**config.mk**
```make
export PLATFORM = sky130hd
export DESIGN_NAME = eth_udp_streamer
export DESIGN_NICKNAME = d
export VERILOG_FILES = /design/src/rtl/eth_udp_pkg.sv /design/src/rtl/eth_udp_fifo.sv /design/src/rtl/eth_udp_streamer.sv
export SDC_FILE = /design/constraint.sdc
export NUM_CORES = 1
export LEC_CHECK = 0
export ABC_AREA = 1
export CAP_MARGIN = 20
export CORE_ASPECT_RATIO = 1.1
export CORE_MARGIN = 1.5
export CORE_UTILIZATION = 25
export CTS_BUF_LIST = sky130_fd_sc_hd__clkbuf_2
export CTS_CLUSTER_DIAMETER = 120
export DETAILED_ROUTE_END_ITERATION = 16
export HOLD_SLACK_MARGIN = 0.12
export SETUP_SLACK_MARGIN = 0.05
export SLEW_MARGIN = 20
export SYNTH_ARGS = -nofsm -noshare
export SYNTH_HDL_FRONTEND = slang
export SYNTH_SLANG_ARGS = --single-unit
```
**constraint.sdc**
```tcl
create_clock -name usr_clk -period 3 [get_ports usr_clk]
set_input_delay 0.75 -clock usr_clk [delete_from_list [all_inputs] [get_ports usr_clk]]
set_output_delay 0.75 -clock usr_clk [all_outputs]
set_load 0.01 [all_outputs]
```
**src/rtl/eth_udp_pkg.sv**
```systemverilog
// Shared types and constants for the UDP payload streamer and its FIFO.
package eth_udp_pkg;

    typedef enum logic [1:0] {
        IDLE,
        ARM,
        SEND,
        GAP
    } state_t;

    typedef enum logic {
        MODE_FIFO    = 1'b0,
        MODE_COUNTER = 1'b1
    } mode_t;

    localparam int SEQ_HDR_LEN = 2;

endpackage

```
**src/rtl/eth_udp_fifo.sv**
```systemverilog
// Synchronous FIFO of 2^DEPTH_LOG2 words; the head word is visible combinationally, zero when empty.
module eth_udp_fifo
    import eth_udp_pkg::*;
#(
    parameter int WIDTH      = 8,
    parameter int DEPTH_LOG2 = 6
) (
    input  logic                  usr_clk,
    input  logic                  reset_n,
    input  logic                  push,
    input  logic [WIDTH-1:0]      wr_data,
    input  logic                  pop,
    output logic [WIDTH-1:0]      rd_data,
    output logic                  full,
    output logic                  empty,
    output logic [DEPTH_LOG2:0]   level
);

    localparam int DEPTH = 1 << DEPTH_LOG2;

    logic [WIDTH-1:0]      mem [DEPTH];
    logic [DEPTH_LOG2-1:0] wr_ptr, rd_ptr;
    logic [DEPTH_LOG2:0]   level_q;
    logic                  do_push, do_pop;

    assign full    = (level_q == (DEPTH_LOG2 + 1)'(DEPTH));
    assign empty   = (level_q == '0);
    assign level   = level_q;
    assign do_push = push && !full;
    assign do_pop  = pop && !empty;
    assign rd_data = empty ? '0 : mem[rd_ptr];

    // NOTE: storage is deliberately not reset; the pointers and level alone define which words are valid.
    always_ff @(posedge usr_clk) begin
        if (do_push) mem[wr_ptr] <= wr_data;
    end

    // NOTE: sequential state uses non-blocking assignments so every register samples pre-edge values.
    always_ff @(posedge usr_clk or negedge reset_n) begin
        if (!reset_n) begin
            wr_ptr  <= '0;
            rd_ptr  <= '0;
            level_q <= '0;
        end else begin
            if (do_push) wr_ptr <= wr_ptr + 1'b1;
            if (do_pop)  rd_ptr <= rd_ptr + 1'b1;
            case ({do_push, do_pop})
                2'b10:   level_q <= level_q + 1'b1;
                2'b01:   level_q <= level_q - 1'b1;
                default: level_q <= level_q;
            endcase
        end
    end

endmodule

```
**src/rtl/eth_udp_streamer.sv**
```systemverilog
// Packetises FIFO words (or a counter pattern) into bytes for a UDP PHY byte-strobe interface.
// Optional ETH_UDP_STREAMER_SEQNUM_EN prefixes each packet with a 16-bit sequence number.
module eth_udp_streamer
    import eth_udp_pkg::*;
#(
    parameter int IN_WIDTH   = 8,
    parameter int DEPTH_LOG2 = 6,
    parameter int PKT_LEN    = 64,
    parameter int GAP_CYCLES = 16
) (
    input  logic                usr_clk,
    input  logic                reset_n,
    input  logic [IN_WIDTH-1:0] in_data_i,
    input  logic                in_valid_i,
    output logic                in_ready_o,
    input  logic                mode_i,
    input  logic                usr_clken_i,
    output logic                usr_start_o,
    output logic [7:0]          usr_data_o,
    output logic [15:0]         usr_data_len_o,
    output logic                busy_o,
    output logic [15:0]         pkt_count_o
);

    localparam int BPW = IN_WIDTH / 8;
`ifdef ETH_UDP_STREAMER_SEQNUM_EN
    localparam int HDR_LEN = SEQ_HDR_LEN;
`else
    localparam int HDR_LEN = 0;
`endif
    localparam int LEN       = PKT_LEN + HDR_LEN;
    localparam int PKT_WORDS = PKT_LEN / BPW;
    localparam int GAP_LAST  = (GAP_CYCLES > 0) ? GAP_CYCLES - 1 : 0;

    state_t              state_q, state_d;
    mode_t               mode_q;
    logic [15:0]         byte_idx_q, payload_idx, gap_q, pkt_count_q;
    logic [7:0]          pattern_q, fifo_byte, hdr_byte;
    logic                start_q, full, empty, consume, last_byte, in_payload, pop;
    logic [1:0]          sub;
    logic [IN_WIDTH-1:0] head;
    logic [DEPTH_LOG2:0] level;

    eth_udp_fifo #(.WIDTH(IN_WIDTH), .DEPTH_LOG2(DEPTH_LOG2)) u_fifo (
        .usr_clk (usr_clk),
        .reset_n (reset_n),
        .push    (in_valid_i && !full),
        .wr_data (in_data_i),
        .pop     (pop),
        .rd_data (head),
        .full    (full),
        .empty   (empty),
        .level   (level)
    );

`ifdef ETH_UDP_STREAMER_SEQNUM_EN
    logic [15:0] seq_q;

    assign in_payload  = (byte_idx_q >= 16'(HDR_LEN));
    assign payload_idx = byte_idx_q - 16'(HDR_LEN);
    assign hdr_byte    = byte_idx_q[0] ? seq_q[7:0] : seq_q[15:8];

    always_ff @(posedge usr_clk or negedge reset_n) begin
        if (!reset_n)                 seq_q <= '0;
        else if (consume && last_byte) seq_q <= seq_q + 16'd1;
    end
`else
    assign in_payload  = 1'b1;
    assign payload_idx = byte_idx_q;
    assign hdr_byte    = 8'h00;
`endif

    assign consume   = ((state_q == ARM) || (state_q == SEND)) && usr_clken_i;
    assign last_byte = (byte_idx_q == 16'(LEN - 1));
    assign sub       = 2'(payload_idx % 16'(BPW));
    // Words leave the FIFO only once their final (least significant) byte has been taken.
    assign pop       = consume && (mode_q == MODE_FIFO) && in_payload && (sub == 2'(BPW - 1)) && !empty;

    // NOTE: every always_comb output gets a default first so no path can infer a latch.
    always_comb begin
        fifo_byte = 8'h00;
        for (int b = 0; b < BPW; b++) begin
            if (sub == 2'(BPW - 1 - b)) fifo_byte = head[b*8 +: 8];
        end
    end

    always_comb begin
        usr_data_o = fifo_byte;
        if (!in_payload)                  usr_data_o = hdr_byte;
        else if (mode_q == MODE_COUNTER)  usr_data_o = pattern_q;
    end

    always_comb begin
        state_d = state_q;
        case (state_q)
            IDLE: if (mode_i || (level >= (DEPTH_LOG2 + 1)'(PKT_WORDS))) state_d = ARM;
            ARM:  if (usr_clken_i) state_d = SEND;
            SEND: if (usr_clken_i && last_byte) state_d = GAP;
            GAP:  if (gap_q >= 16'(GAP_LAST)) state_d = IDLE;
            default: state_d = IDLE;
        endcase
    end

    always_ff @(posedge usr_clk or negedge reset_n) begin
        if (!reset_n) begin
            state_q     <= IDLE;
            mode_q      <= MODE_FIFO;
            start_q     <= 1'b0;
            byte_idx_q  <= '0;
            pattern_q   <= '0;
            gap_q       <= '0;
            pkt_count_q <= '0;
        end else begin
            state_q <= state_d;
            start_q <= (state_d == ARM);
            gap_q   <= (state_q == GAP) ? gap_q + 16'd1 : 16'd0;
            if ((state_q == IDLE) && (state_d == ARM)) mode_q <= mode_t'(mode_i);
            if (consume) begin
                byte_idx_q <= last_byte ? 16'd0 : byte_idx_q + 16'd1;
                if (in_payload && (mode_q == MODE_COUNTER)) pattern_q <= pattern_q + 8'd1;
                if (last_byte) pkt_count_q <= pkt_count_q + 16'd1;
            end
        end
    end

    assign in_ready_o     = !full;
    assign usr_start_o    = start_q;
    assign usr_data_len_o = 16'(LEN);
    assign busy_o         = (state_q != IDLE);
    assign pkt_count_o    = pkt_count_q;

endmodule
```
==> impl_metrics.ini <==
[logic_synthesis]
ys_seq_area_frac = 0.6597
syn-cell-area_mm2 = 0.02630
synth_edf_count = 512
postSynth.asyncResetShare = 0.1337
yosys-top-cells-area = edfxtp_1 58%, nand2_1 12%, dfrtp_1 7.5%, nand3_1 6.0%, inv_1 4.2%
ys_warn_count = 0
ys_ff_latch = 591
synth_ff_type = edfxtp_1
yosysTopAreaCell = edfxtp_1
avgSynthCellArea_um2 = 10.12
synth_top_area_share = 0.5845
syn_inst = 2599
ys_types = 42

[place]
dpl.cell_count = 4116
portBuffers = 39
pre_cts_ws_ps = -335.6
gp_congestion = 0.8514
hpwl_um = 46120

[worst_setup_path]
path_class = flop to output port
slowest_delay_ps = 580
arrival_ps = 3380
crit_buf_inv = 5
cp_common_cell = nand2_1
cpMaxStageDelayCell = dfrtp_4
cp_max_fo = 6
startpoint_type = flop
end_kind = output port
cp_top_family = buffers and inverters
cp_cell_sequence = buf_12 > clkinv_16 > buf_12 > buf_4 > nand2_1 > nand3_2 > a21oi_4 > nor2_2 > nand2_2 > nand3_4 > nand2_4 > nand2_1 > nand2_1 > buf_2
cp.required_ps = 2250

[timing]
fin_crit_ps = 4128
max_freq_mhz = 242.2
setup-violations-final = 8
rsz0062_at_grt = yes
worst_pin_slew_ps = 889.0
setup_tns_ps = -8831
clock_skew_ps = 106.9
setup_slack_ps = -1128
max_slew_margin = 0.4073
finalCritPeriodShare = 1.376
slew_violations = 0
hold_viol_final = 0

[floorplan]
dieWidth_um = 312.3
ios = 56
dieHeight_um = 343.2
initial_core_util = 0.2527
core_mm2 = 0.1041
num_rows = 124
dieArea_mm2 = 0.1072

[finish]
instances_no_fill = 4461
nets = 2992
final_util = 0.3183
area_growth_pct = 25.96
drive_gt1_frac = 0.2363

[global_route]
grt_pass1_vias = 19510
antenna_found_initial = 2
grt_first_pass_wirelength_um = 113900
track_usage = 0.1390
grt_max_degree = 65
globalRouteOverflowTotal = 0

[clock_tree]
cts_made_buffers = 153
clkSinkCount = 591
root_buffer = clkbuf_2
h-tree-depth = 4
clock_path_buffers = 3
clk_latency_ps = 1380
cts.clk_slew.worst_paths_ps = 110
cts_tree = yes

[status]
violations = negative setup slack
status = finished, violations left

[power_and_ir_drop]
cellLeakagePower_uw = 0.01387
power.density_mw_per_mm2 = 871.8
peakVddDrop_mv = 0.4101
power_uw = 28880

[detailed_routing]
firstDrtPassIters = 7
avgRoutedWirePerCell_um = 16.80
vias = 19650
drc = 0
drt_iter0_drc = 1638
final_antenna_net_count = 0
vias_per_cell = 4.406
routed_wl_um = 74940

[worst_hold_path]
hp-class = input port to asynchronous set/reset pin

[flow_run]
cap_violations = 0
-- worst paths after layout --
| path | start | end | slack (ps) | cells past startpoint |
|---|---|---|---|---|
| max in group asynchronous | reset_n | pkt_count_o[7]$_DFFE_PN0P_ | 2010 | 5 |
| max | u_fifo.rd_ptr[0]$_DFFE_PN0P_ | usr_data_o[6] | -1130 | 14 |
| min reg2reg | gap_q[0]$_DFF_PN0_ | gap_q[0]$_DFF_PN0_ | 470 | 1 |
| min | reset_n | u_fifo.rd_ptr[1]$_DFFE_PN0P_ | 400 | 4 |
| min in group usr_clk | in_data_i[6] | u_fifo.mem[20][6]$_DFFE_PP_ | 410 | 2 |
| max reg2reg | state_q[0]$_DFF_PN0_ | u_fifo.level[6]$_DFFE_PN0P_ | 360 | 17 |
-- cell usage after synthesis (16+ instances only) --
cell	instances
a21oi_1	35
buf_2	66
buf_4	26
clkbuf_1	25
dfrtp_1	79
edfxtp_1	512
ha_1	16
inv_1	292
nand2_1	824
nand3_1	316
nor2_1	181
nor3_1	21
o211ai_1	24
o21ai_0	48
xor2_1	35
-- flip-flops by register name, indices dropped and copies added, names as in the netlist, 2 cells and up --
| name | count |
|---|---|
| u_fifo.rd_ptr | 6 |
| state_q | 2 |
| pattern_q | 8 |
| pkt_count_o | 16 |
| byte_idx_q | 16 |
| u_fifo.mem | 512 |
| u_fifo.wr_ptr | 6 |
| gap_q | 16 |
| u_fifo.level | 7 |
-- routing by layer --
metal  vias to the layer above  share of wire  GRT usage  wire, µm
met1                      9435           0.41     0.1711     30590
li1                       9385              -          -         -
met5                         -              0          0         0
met4                         0          0.036    0.06220      2719
met3                       166          0.066    0.03131      4960
met2                       668           0.49     0.2324     36670
-- report_power, final --
part | switching, µW | internal (µW) | total [µW] | leakage, µW
Clock | 3460 | 2460 | 5920 | 0.00109
Combinational | 8020 | 5170 | 13200 | 0.00719
Sequential | 356 | 9410 | 9770 | 0.00559
-- metrics by stage --
step,instance area [µm²],hold slack (ps)
final,33130,401.9
after global routing,33130,291.9
after CTS,32580,206.6
after detailed placement,29770,466.1
after global placement,29770,453.7
after floorplan,26360,432.9
-- cell type report --
class	instances	area [µm²]
Clock inverter	42	346.6
Timing Repair Buffer	318	3431
Multi-Input combinational cell	1593	7925
Fill cell	10500	70970
Timing Repair inverter	2	41.29
Tap cell	1386	1734
Clock buffer	224	1121
Sequential cell	591	17360
Antenna cell	2	5.005
Inverter	303	1165
-- worst min-delay path: cells and delay by family --
family | cells | cell delay [ps]
buffers and inverters | 4 | 1390
-- what timing repair did --
item                                    4_1_cts  5_1_grt
endpoints found under the setup margin       27       11
resized for setup                           241       84
cloned                                       12        8
hold endpoints to repair                    530        0
pin swaps                                    57       45
buffers inserted                             39        6
hold buffers                                 14        0
-- layout by cell type (no fill, tap or decap), drive strengths merged, types with 12 or more instances in the layout --
master / instances
nor2: 183
a21oi: 36
ha: 16
o21ai: 55
clkinv: 35
clkdlybuf4s15: 15
nor4: 12
edfxtp: 512
conb: 16
buf: 278
o211ai: 24
nand3: 317
dlygate4sd3: 13
inv: 305
clkbuf: 231
nand4: 18
nor3: 24
xor2: 35
nand2: 827
dfrtp: 79
-- kinds of logic after synthesis --
group | count (synthesis) | share of synthesized area
adder cells (fa/ha/maj) | 17 | 0.008372
XOR/XNOR | 43 | 0.01432
flip-flops | 591 | 0.6597
AND/OR/NAND/NOR | 1397 | 0.2232
buffers and inverters | 429 | 0.06807
other | 2 | 0.0002855
AO/OA/AOI/OAI | 120 | 0.02607
Note: power is estimated with default switching activity, not from simulation.
